## config.mk

```make
export PLATFORM = sky130hd
export DESIGN_NAME = chrono_lap_core
export DESIGN_NICKNAME = d
export VERILOG_FILES = /design/src/rtl/chrono_lap_core.sv
export SDC_FILE = /design/constraint.sdc
export NUM_CORES = 1
export LEC_CHECK = 0
export BUFFER_PORTS_ARGS = -buffer_cell sky130_fd_sc_hd__buf_4
export CORE_AREA = 3 3 84 86
export CTS_BUF_LIST = sky130_fd_sc_hd__clkbuf_16
export DETAILED_ROUTE_END_ITERATION = 8
export DIE_AREA = 0 0 87 89
export HOLD_SLACK_MARGIN = 0.15
export PLACE_DENSITY = 0.78
export SLEW_MARGIN = 20
export SYNTH_ARGS = -nofsm -noshare
export SYNTH_HDL_FRONTEND = slang
export SYNTH_SLANG_ARGS = --single-unit
```

## constraint.sdc

```tcl
create_clock -name clk_ms -period 3.1 [get_ports clk_ms]
set_clock_uncertainty 0.2 [all_clocks]
set_input_delay 0.62 -clock clk_ms [delete_from_list [all_inputs] [get_ports clk_ms]]
set_output_delay 0.62 -clock clk_ms [all_outputs]
set_load 0.01 [all_outputs]
```

## src/rtl/chrono_lap_core.sv

```systemverilog
// -----------------------------------------------------------------------------
// chrono_lap_core
//
// Timekeeping stage of the start/stop chronometer. A prescaler divides clk_ms
// down to a 100 Hz tick. Each tick advances a BCD time count MM:SS.cc. A lap
// register can freeze the displayed value while the live count keeps running.
//
// Optional feature macro: CHRONO_OVERFLOW_FLAG_EN
//   defined   : overflow is a sticky flag. It is set on the 59:59.99 -> 00:00.00
//               wrap tick and cleared by a clear while stopped, or by reset.
//   undefined : overflow is tied to 0 and no flag register exists.
//
// Parameters:
//   TICK_DIV  clk_ms cycles per centisecond tick (>= 2)
//   CNT_W     prescaler width, 2**CNT_W > TICK_DIV
//
// Ports:
//   clk_ms      in   master clock, all logic on posedge
//   reset_n     in   asynchronous active-low reset
//   run         in   1 = counting, 0 = stopped (toggle flip-flop level)
//   clr_in      in   clear button monostable (level, acted on at rising edge)
//   lap_in      in   lap button monostable (level, acted on at rising edge)
//   disp        out  {min_t, min_u, sec_t, sec_u, cs_t, cs_u}, BCD
//   running     out  registered copy of run
//   lap_active  out  1 = disp shows the frozen lap value
//   overflow    out  sticky wrap flag (0 when the feature is not built)
// -----------------------------------------------------------------------------
module chrono_lap_core #(
    parameter int TICK_DIV = 250000,
    parameter int CNT_W    = 18
) (
    input  logic        clk_ms,
    input  logic        reset_n,
    input  logic        run,
    input  logic        clr_in,
    input  logic        lap_in,
    output logic [23:0] disp,
    output logic        running,
    output logic        lap_active,
    output logic        overflow
);

    localparam logic [CNT_W-1:0] PRESC_MAX = CNT_W'(TICK_DIV - 1);

    // Adds the carry-in to one BCD digit that wraps after 'lim'.
    // Returns {carry_out, digit}. Any value at or above the limit wraps to 0,
    // so a corrupted digit can never persist as a non-BCD value.
    function automatic logic [4:0] digit_inc(input logic [3:0] d,
                                             input logic [3:0] lim,
                                             input logic       cin);
        logic [4:0] res;
        if (!cin)
            res = {1'b0, d};
        else if (d >= lim)
            res = {1'b1, 4'd0};
        else
            res = {1'b0, d + 4'd1};
        return res;
    endfunction

    logic [CNT_W-1:0] presc_q;
    logic [CNT_W-1:0] presc_next;
    logic [23:0]      live_q;
    logic [23:0]      live_next;
    logic [23:0]      live_inc;
    logic [23:0]      lap_q;
    logic [23:0]      lap_next;
    logic             lap_active_next;
    logic             clr_in_p1;
    logic             lap_in_p1;
    logic             tick;
    logic             clr_rise;
    logic             lap_rise;
    logic             clr_go;
    logic             wrap;
    logic [6:0]       carry;

    // Input edge detection: one event per rising edge, however long the
    // monostable pulse is held high.
    assign clr_rise = clr_in & ~clr_in_p1;
    assign lap_rise = lap_in & ~lap_in_p1;

    // A clear is honoured only while stopped.
    assign clr_go = clr_rise & ~run;

    // Tick is qualified by run, so a clear and a tick can never coincide.
    assign tick = run & (presc_q == PRESC_MAX);

    // BCD ripple increment of the live time, least significant digit first.
    always_comb begin
        live_inc = live_q;
        carry    = '0;
        carry[0] = 1'b1;
        {carry[1], live_inc[3:0]}   = digit_inc(live_q[3:0],   4'd9, carry[0]);
        {carry[2], live_inc[7:4]}   = digit_inc(live_q[7:4],   4'd9, carry[1]);
        {carry[3], live_inc[11:8]}  = digit_inc(live_q[11:8],  4'd9, carry[2]);
        {carry[4], live_inc[15:12]} = digit_inc(live_q[15:12], 4'd5, carry[3]);
        {carry[5], live_inc[19:16]} = digit_inc(live_q[19:16], 4'd9, carry[4]);
        {carry[6], live_inc[23:20]} = digit_inc(live_q[23:20], 4'd5, carry[5]);
    end

    // Carry out of the minutes-tens digit marks 59:59.99 -> 00:00.00.
    assign wrap = carry[6];

    // Next-state selection. Clear (stopped only) overrides everything,
    // including a lap event in the same cycle. The lap capture reads live_q,
    // so a coincident tick stores the pre-increment value.
    always_comb begin
        presc_next      = presc_q;
        live_next       = live_q;
        lap_next        = lap_q;
        lap_active_next = lap_active;
        if (clr_go) begin
            presc_next      = '0;
            live_next       = '0;
            lap_active_next = 1'b0;
        end else begin
            // When stopped the prescaler holds, so no sub-tick time is lost.
            if (run)
                presc_next = tick ? '0 : presc_q + CNT_W'(1);
            if (tick)
                live_next = live_inc;
            if (lap_rise) begin
                if (!lap_active) begin
                    lap_next        = live_q;
                    lap_active_next = 1'b1;
                end else begin
                    lap_active_next = 1'b0;
                end
            end
        end
    end

    // Stage boundary: all state registers.
    always_ff @(posedge clk_ms or negedge reset_n) begin
        if (!reset_n) begin
            presc_q    <= '0;
            live_q     <= '0;
            lap_q      <= '0;
            lap_active <= 1'b0;
            running    <= 1'b0;
            clr_in_p1  <= 1'b0;
            lap_in_p1  <= 1'b0;
        end else begin
            presc_q    <= presc_next;
            live_q     <= live_next;
            lap_q      <= lap_next;
            lap_active <= lap_active_next;
            running    <= run;
            clr_in_p1  <= clr_in;
            lap_in_p1  <= lap_in;
        end
    end

`ifdef CHRONO_OVERFLOW_FLAG_EN
    logic overflow_q;

    always_ff @(posedge clk_ms or negedge reset_n) begin
        if (!reset_n)
            overflow_q <= 1'b0;
        else if (clr_go)
            overflow_q <= 1'b0;
        else if (tick && wrap)
            overflow_q <= 1'b1;
    end

    assign overflow = overflow_q;
`else
    logic unused_wrap;

    assign unused_wrap = wrap;
    assign overflow    = 1'b0;
`endif

    // The display is a plain mux of registers and adds no latency.
    assign disp = lap_active ? lap_q : live_q;

endmodule
```

==> metrics.txt, run 1 <==
status=complete, no violations; vias after detailed routing=2833; r2r startpoint=live_q[4]; r2r endpoint=live_q[23]; Synth Area per Inst=10.1 um2; Yosys cell types=49; antenna diode count=0; Reg2Reg Setup Slack=0.57 ns; Final ANT Viol Nets=0; worst-skew pair later-pin latency=0.33 ns; Die Ht=89 um; Required @ worst endpoint=3.15 ns; CTS tree=done; htree depth=3; fillcell total=494; Ys Warns=0; Most common cell on crit path=or3_1; Final TNS setup=0 ns; layout cell share with drive strength beyond 1=0.223; Slew headroom=0.424; max cap viols=0; Rows=29; CP cell instances=inv_1 -> ha_1 -> or3b_2 -> nand4_4 -> or3_1 -> or3_1 -> o2bb2ai_1; sequential area share after synthesis=0.465; CTS root buf=clkbuf_16; worst reg2reg path depth=7; PostCTS Resize Cnt=0; PortBufs=30; FF+latch count, synth=70; Pleak=2.02 nW; gr usage total=0.225; Worst Path Buf+Inv=1; Post-Syn Instances=371; Syn Nets=395; PwrDens=536 nW/um2; Clock Pin Slew Worst Setup and Hold Paths=0.06 ns; Routed WL per cell=16.2 um; Placed Area=4040 um2; fin area=4380 um2; Layout Area Growth over Synthesis=16.4%; ys flop type=dfrtp_1; worst vdd ir=0.567 mV; maximum clock insertion buffer count=2; largest net degree at the start of global routing=71; CP delay by family, top=simple AND/OR/NAND/NOR gates; share of the synthesized area in the top cell type=0.465; core region area=6350 um2; Final period util=0.816; CTS Hold Buffers Added=0; async set-reset flop share out of synthesis=1.00; Cell Area, Synth=3760 um2; fin. max-slew vios=0; worst-margin pin slew=0.864 ns; die outline width=87 um; Final min period=2.53 ns; final wirelength=7780 um; Via density=5.89; drt pass-1 iters=5; # DRC=0; # nets final=423; starting density of the core=0.593; Top Ports=32; largest area contributor in the netlist=dfrtp_1; hpwl dp=5290 um; Post-synth EDFFs=0; 1st-iter DRT viols=164; gr ovfl total=0; RSZ-0062 raised after global routing=false; initial antenna violation count=0; critical-path maximum fanout=10; CP arrival=2.58 ns; TritonCTS buffer count=9; Crit path largest cell delay=0.53 ns; slowest cell on the critical path=or3_1; CP Class=reg2reg; Hold Crit Class=in2async; top post-synthesis cells by area=dfrtp_1 (47%), mux2_2 (11%), ha_1 (6.3%); die area=7740 um2; most common cell after layout, fill and taps aside=dfrtp_1; Setup Buffers After CTS=0; Final setup viols=0; CTS sink count=70; final hold viol count=0; startpoint types=flop; nature of the critical path endpoint=flop; vias in the first global route=2883; global-route wire length before repair=13700 um; GP Congestion=0.889; commonest non-fill, non-tap cells in the layout=dfrtp_1 (70), mux2_2 (36), buf_4 (34); FMAX=395 MHz
-- where the power goes --
part	internal [mW]	total (mW)	switching (mW)
registers	0.943	0.974	0.0308
logic	0.0744	0.212	0.137
clock network	0.781	1.16	0.380
-- metrics by stage --
step / power (mW) / hold slack (ns) / util / setup slack [ns] / std cells
finish: 2.35 / 0.203 / 0.690 / 0.570 / 481
detailed placement: 1.20 / 0.293 / 0.636 / 0.566 / 465
global placement: 1.20 / 0.283 / 0.636 / 0.655 / 465
floorplan: 1.13 / 0.124 / - / 0.805 / 371
global route: 2.43 / 0.200 / 0.690 / 0.388 / 481
CTS: 2.37 / 0.199 / 0.690 / 0.574 / 481
-- logic make-up after synthesis --
logic type,Yosys count,share of synthesized area
other,1,0.000996
XOR/XNOR,17,0.0396
multiplexers,38,0.113
AO/OA/AOI/OAI,54,0.0868
buffers and inverters,33,0.0359
AND/OR/NAND/NOR,139,0.195
adder cells (fa/ha/maj),19,0.0632
flip-flops,70,0.465
-- metal layers --
layer	GRT usage	vias up	wire length [um]
li1	-	1353	-
met1	0.286	1386	3380
met2	0.379	80	3850
met3	0.0470	14	412
met4	0.0892	0	134
met5	0	-	0
-- synthesized netlist by cell type, drive strengths merged (2+ instances only) --
cell     number
dfrtp        70
nor4          4
buf           9
xnor2        14
or3           4
nand3        18
nand2        27
nor2b         5
o2bb2ai       2
and2          3
o21ai        21
nor4b         2
a21oi        15
a41oi         2
and4          3
nand4b        2
or3b          2
nor3b         2
nand2b        7
a21o          2
clkbuf        8
and3          2
inv          16
nor3         15
xor2          3
mux2i         2
nor2         31
ha           19
mux2         36
or2           2
o31ai         3
nand4         8
-- sequential cells by signal (all words and copies together) (netlist names) --
| name | cells |
|---|---|
| clr_in_p1 | 1 |
| presc_q | 18 |
| running | 1 |
| lap_active | 1 |
| lap_in_p1 | 1 |
| lap_q | 24 |
| live_q | 24 |
-- cell type report --
type | instances | area (um2) | share of cell area
Clock buffer | 9 | 225 | 0.0514
Clock inverter | 7 | 114 | 0.0260
Inverter | 16 | 60.1 | 0.0137
Multi-Input combinational cell | 268 | 1880 | 0.429
Sequential cell | 70 | 1750 | 0.400
Tap cell | 77 | 96.3 | 0.0220
Timing Repair Buffer | 34 | 255 | 0.0583
-- how the worst max path moves through the flow --
stage | start | to | cells after the start
floorplan | live_q[4] | live_q[21] | 8
global placement | run | presc_q[2] | 6
detailed placement | run | presc_q[11] | 6
CTS | live_q[4] | live_q[23] | 7
global route | presc_q[0] | presc_q[8] | 6
finish | live_q[4] | live_q[23] | 7
No activity file was read; power rests on OpenSTA's default activity.
==> run 2, diff against run 1 <==
==> constraint.sdc (replaced) <==
create_clock -name clk_ms -period 2.35 [get_ports clk_ms]
set_clock_uncertainty 0.2 [all_clocks]
set_input_delay 0.47 -clock clk_ms [delete_from_list [all_inputs] [get_ports clk_ms]]
set_output_delay 0.47 -clock clk_ms [all_outputs]
set_load 0.01 [all_outputs]
==> metrics.txt, run 2 (same netlist as run 1, synthesis figures left out) <==
status=complete, no violations (unchanged); CTS tree=done (unchanged); final hold viol count=0 (unchanged); Layout Area Growth over Synthesis=24.0% (was 16.4%); CP Class=reg2reg (unchanged); # DRC=0 (unchanged); Die Ht=89 um (unchanged); CTS root buf=clkbuf_16 (unchanged); CTS sink count=70 (unchanged); CP cell instances=ha_1 -> and4b_1 -> nand3_1 -> or4_1 -> o21ai_0 -> a21oi_1 (was inv_1 -> ha_1 -> or3b_2 -> nand4_4 -> or3_1 -> or3_1 -> o2bb2ai_1); PwrDens=649 nW/um2 (was 536 nW/um2); Worst Path Buf+Inv=0 (was 1); antenna diode count=0 (unchanged); Hold Path Origin=run; Final ANT Viol Nets=0 (unchanged); Placed Cells=485 (was 465); final wirelength=8040 um (was 7780 um); layout cell share with drive strength beyond 1=0.288 (was 0.223); htree depth=3 (unchanged); CP delay by family, top=simple AND/OR/NAND/NOR gates (unchanged); Final period util=0.976 (was 0.816); Placed Area=4230 um2 (was 4040 um2); die area=7740 um2 (unchanged); vias in the first global route=2896 (was 2883); commonest non-fill, non-tap cells in the layout=dfrtp_1 (70), buf_4 (53), mux2_2 (36) (was dfrtp_1 (70), mux2_2 (36), buf_4 (34)); fin area=4670 um2 (was 4380 um2); Final setup viols=0 (unchanged); r2r startpoint=presc_q[1] (was live_q[4]); global-route wire length before repair=13700 um (about the same); gr usage total=0.227 (was 0.225); worst-skew pair later-pin latency=0.33 ns (about the same); worst vdd ir=0.613 mV (was 0.567 mV); CP arrival=2.30 ns (was 2.58 ns); Hold Crit Class=in2reg (was in2async); die outline width=87 um (unchanged); Final min period=2.29 ns (was 2.53 ns); PortBufs=30 (unchanged); TritonCTS buffer count=9 (unchanged); max cap viols=0 (unchanged); core region area=6350 um2 (unchanged); initial antenna violation count=0 (unchanged); starting density of the core=0.593 (unchanged); Rows=29 (unchanged); maximum clock insertion buffer count=2 (unchanged); FMAX=436 MHz (was 395 MHz); gr ovfl total=0 (unchanged); Routed WL per cell=15.9 um (was 16.2 um); GP Congestion=0.882 (was 0.889); Regs by FF count=lap_q: 24 flops, live_q: 24 flops, presc_q: 18 flops (unchanged); Top Ports=32 (unchanged); 1st-iter DRT viols=183 (was 164); startpoint types=flop (unchanged); critical-path maximum fanout=4 (was 10); Required @ worst endpoint=2.36 ns (was 3.15 ns); vias after detailed routing=2942 (was 2833); # nets final=449 (was 423); hpwl dp=5640 um (was 5290 um); largest net degree at the start of global routing=34 (was 71); slowest cell on the critical path=or4_1 (was or3_1); beginning of the critical path=presc_q[1] (was live_q[4]); fin. max-slew vios=0 (unchanged); most common cell after layout, fill and taps aside=dfrtp_1 (unchanged); Crit path largest cell delay=0.62 ns (was 0.53 ns); Via density=5.80 (was 5.89); nature of the critical path endpoint=flop (unchanged); Clock Pin Slew Worst Setup and Hold Paths=0.06 ns (about the same); fillcell total=440 (was 494); RSZ-0062 raised after global routing=true (was false); Layout Cells excl Fill=507 (was 481); drt pass-1 iters=5 (unchanged); Pleak=2.14 nW (was 2.02 nW)
==> run 2: area by class of cell <==
| type | count | area (um2) | share of cell area |
|---|---|---|---|
| clock buffer | 9 | 225 | 0.0483 |
| clock inverter | 7 | 88.8 | 0.0190 |
| inverter | 16 | 60.1 | 0.0129 |
| multi-input combinational | 268 | 1950 | 0.417 |
| sequential | 70 | 1750 | 0.375 |
| tap | 77 | 96.3 | 0.0206 |
| timing repair buffer | 60 | 498 | 0.107 |
==> run 2: repair_timing <==
item                                    CTS  global route
hold buffers                              4             0
buffers inserted                          0             2
resized for setup                         2            12
hold endpoints to repair                 26             0
endpoints found under the setup margin    3            17
==> run 2: path summary, 6_finish.rpt <==
kind | end | slack (ns) | cells after the start
min in group asynchronous | lap_q[6] | 0.40 | 2
hold reg to reg | lap_q[15] | 0.30 | 1
setup / recovery | live_q[14] | 0.06 | 6
setup reg to reg | live_q[14] | 0.06 | 6
hold / removal | presc_q[0] | 0.26 | 3
max in group asynchronous | presc_q[0] | 1.04 | 3
==> run 2: power by group <==
group          switching, mW  total, mW  internal [mW]  leakage [nW]
sequential            0.0485       1.29           1.24         0.965
combinational          0.189      0.318          0.129          1.03
clock                  0.497       1.42          0.920         0.149
total                  0.734       3.03           2.29          2.14
==> run 2: per-stage QoR <==
step / TNS (ns) / util / hold WS [ns] / worst slack (ns) / power (mW)
6_report: 0 / 0.735 / 0.258 / 0.0575 / 3.03
2_1_floorplan: 0 / - / -0.0256 / 0.0554 / 1.49
3_5_place_dp: -0.0412 / 0.666 / 0.206 / -0.0412 / 1.62
5_1_grt: -0.0442 / 0.735 / 0.294 / -0.0248 / 3.16
3_3_place_gp: 0 / 0.666 / 0.204 / 0.0845 / 1.61
4_1_cts: 0 / 0.723 / 0.254 / 0.00180 / 3.04
==> run 2: layer usage <==
layer | vias up | part of all wire | global-route usage
met5 | - | 0 | 0
met4 | 0 | 0.011 | 0.0793
met3 | 8 | 0.043 | 0.0562
met2 | 60 | 0.50 | 0.380
met1 | 1462 | 0.44 | 0.290
li1 | 1412 | - | -
==> run 2: worst min-delay path: cells and delay by family <==
| family | cells | cell delay, ns |
|---|---|---|
| AND/OR/NAND/NOR | 1 | 0.05 |
| AO/OA/AOI/OAI | 1 | 0.07 |
| buffers and inverters | 1 | 0.15 |
==> run 3, diff against run 2 <==
--- a/config.mk
+++ b/config.mk
@@ -12,6 +12,7 @@
 export DIE_AREA = 0 0 87 89
 export HOLD_SLACK_MARGIN = 0.15
 export PLACE_DENSITY = 0.78
+export RECOVER_POWER = 25
 export SLEW_MARGIN = 20
 export SYNTH_ARGS = -nofsm -noshare
 export SYNTH_HDL_FRONTEND = slang
==> metrics.txt, run 3 (same netlist as run 1, synthesis figures left out) <==
Required @ worst endpoint=2.36 ns (about the same); r2r startpoint=presc_q[1] (unchanged); most common cell after layout, fill and taps aside=dfrtp_1 (unchanged); CTS sink count=70 (unchanged); CP arrival=2.30 ns (about the same); drt pass-1 iters=5 (unchanged); max cap viols=0 (unchanged); commonest non-fill, non-tap cells in the layout=dfrtp_1 (70), buf_4 (50), mux2_2 (36) (was dfrtp_1 (70), buf_4 (53), mux2_2 (36)); gr usage total=0.227 (unchanged); # nets final=449 (unchanged); fin. max-slew vios=0 (unchanged); Final period util=0.975 (was 0.976); largest net degree at the start of global routing=34 (unchanged); htree depth=3 (unchanged); Final TNS setup=0 ns (unchanged); critical-path maximum fanout=4 (unchanged); FMAX=436 MHz (about the same); r2r endpoint=live_q[14] (unchanged); Via density=5.81 (was 5.80); RSZ-0062 raised after global routing=true (unchanged); hpwl dp=5640 um (unchanged); Critical Path Sink=live_q[14] (unchanged); core region area=6350 um2 (unchanged); multi-input logic area=1950 um2 (unchanged); worst setup margin=0.0586 ns (was 0.0575 ns); die outline width=87 um (unchanged); global-route wire length before repair=13700 um (unchanged); vias in the first global route=2896 (unchanged); Final setup viols=0 (unchanged); Rows=29 (unchanged); status=complete, no violations (unchanged); # DRC=0 (unchanged); Routed WL per cell=15.9 um (about the same); CTS root buf=clkbuf_16 (unchanged); slowest cell on the critical path=or4_1 (unchanged); met3 Use GR=0.0562 (unchanged); Placed Area=4230 um2 (unchanged); Hold Crit Class=reg2reg (was in2reg); worst-skew pair later-pin latency=0.33 ns (about the same); final wirelength=8040 um (about the same); Clock Pin Slew Worst Setup and Hold Paths=0.06 ns (about the same); Crit path largest cell delay=0.62 ns (about the same); TritonCTS buffer count=9 (unchanged); Layout Area Growth over Synthesis=23.4% (was 24.0%); fin area=4640 um2 (was 4670 um2); vias after detailed routing=2945 (was 2942); final hold viol count=0 (unchanged); CP Class=reg2reg (unchanged); worst-margin pin slew=0.725 ns; Pleak=2.13 nW (was 2.14 nW); maximum clock insertion buffer count=2 (unchanged); Die Ht=89 um (unchanged); Final ANT Viol Nets=0 (unchanged); Hold Path Origin=lap_q[15] (was run); GR peak layer=met2 (unchanged); fillcell total=444 (was 440); CP cell instances=ha_1 -> and4b_1 -> nand3_1 -> or4_1 -> o21ai_0 -> a21oi_1 (unchanged); met1 GRT Util=0.290 (unchanged); starting density of the core=0.593 (unchanged); Top Ports=32 (unchanged); layout cell share with drive strength beyond 1=0.286 (was 0.288); nature of the critical path endpoint=flop (unchanged); antenna diode count=0 (unchanged); 1st-iter DRT viols=183 (unchanged); Reg2Reg Setup Slack=0.06 ns (about the same); GP Congestion=0.882 (unchanged); startpoint types=flop (unchanged); gr ovfl total=0 (unchanged); dpl ws=-0.0412 ns (unchanged); worst vdd ir=0.613 mV (about the same); Final min period=2.29 ns (about the same); FF/Latch Area=1750 um2 (unchanged); Regs by FF count=lap_q: 24 flops, live_q: 24 flops, presc_q: 18 flops (unchanged); Pwr Total=3.02 mW (was 3.03 mW); PwrDens=651 nW/um2 (was 649 nW/um2); beginning of the critical path=presc_q[1] (unchanged); worst reg2reg path depth=6 (unchanged); met2 GRT Util=0.380 (unchanged); die area=7740 um2 (unchanged); Slew headroom=0.517; initial antenna violation count=0 (unchanged); CTS tree=done (unchanged); PortBufs=30 (unchanged)
-- run 3: where the power goes --
group	total (mW)	switching, mW	internal [mW]
clock network	1.42	0.496	0.920
logic	0.314	0.189	0.124
registers	1.29	0.0483	1.24
total	3.02	0.734	2.29
-- run 3: layout make-up --
| type | count | area share |
|---|---|---|
| multi-input combinational | 268 | 0.419 |
| sequential | 70 | 0.377 |
| timing repair buffer | 60 | 0.103 |
| clock buffer | 9 | 0.0485 |
| tap | 77 | 0.0207 |
| clock inverter | 7 | 0.0191 |
| inverter | 16 | 0.0129 |
-- run 3: metal layers --
| layer | vias up | share of wire |
|---|---|---|
| li1 | 1412 | - |
| met1 | 1458 | 0.44 |
| met2 | 67 | 0.50 |
| met3 | 8 | 0.047 |
| met4 | 0 | 0.011 |
| met5 | - | 0 |
-- run 3: how the worst min path moves through the flow --
stage | end | cells after the start | slack, ns
2_1_floorplan | clr_in_p1 | 0 | -0.03
3_3_place_gp | lap_q[5] | 1 | 0.20
3_5_place_dp | lap_q[6] | 1 | 0.21
4_1_cts | presc_q[0] | 3 | 0.25
5_1_grt | lap_q[23] | 1 | 0.31
6_report | lap_q[15] | 1 | 0.30
-- run 3: per-stage QoR --
step | utilization | hold slack (ns) | cells
detailed placement | 0.666 | 0.206 | 485
global placement | 0.666 | 0.204 | 485
finish | 0.731 | 0.302 | 507
CTS | 0.723 | 0.254 | 505
global route | 0.731 | 0.315 | 507
floorplan | - | -0.0256 | 371
-- run 3: worst max-delay path, delay by kind of cell (launching register included) --
family,cells,cell delay [ns]
fa+ha+maj,1,0.24
compound gates,2,0.27
flops,1,0.41
simple gates,3,1.03
-- run 3: repair_timing --
item	4_1_cts	5_1_grt
endpoints found under the hold margin	26	0
resized for setup	2	12
setup endpoints to repair	3	17
setup buffers	0	2
hold buffers	4	0
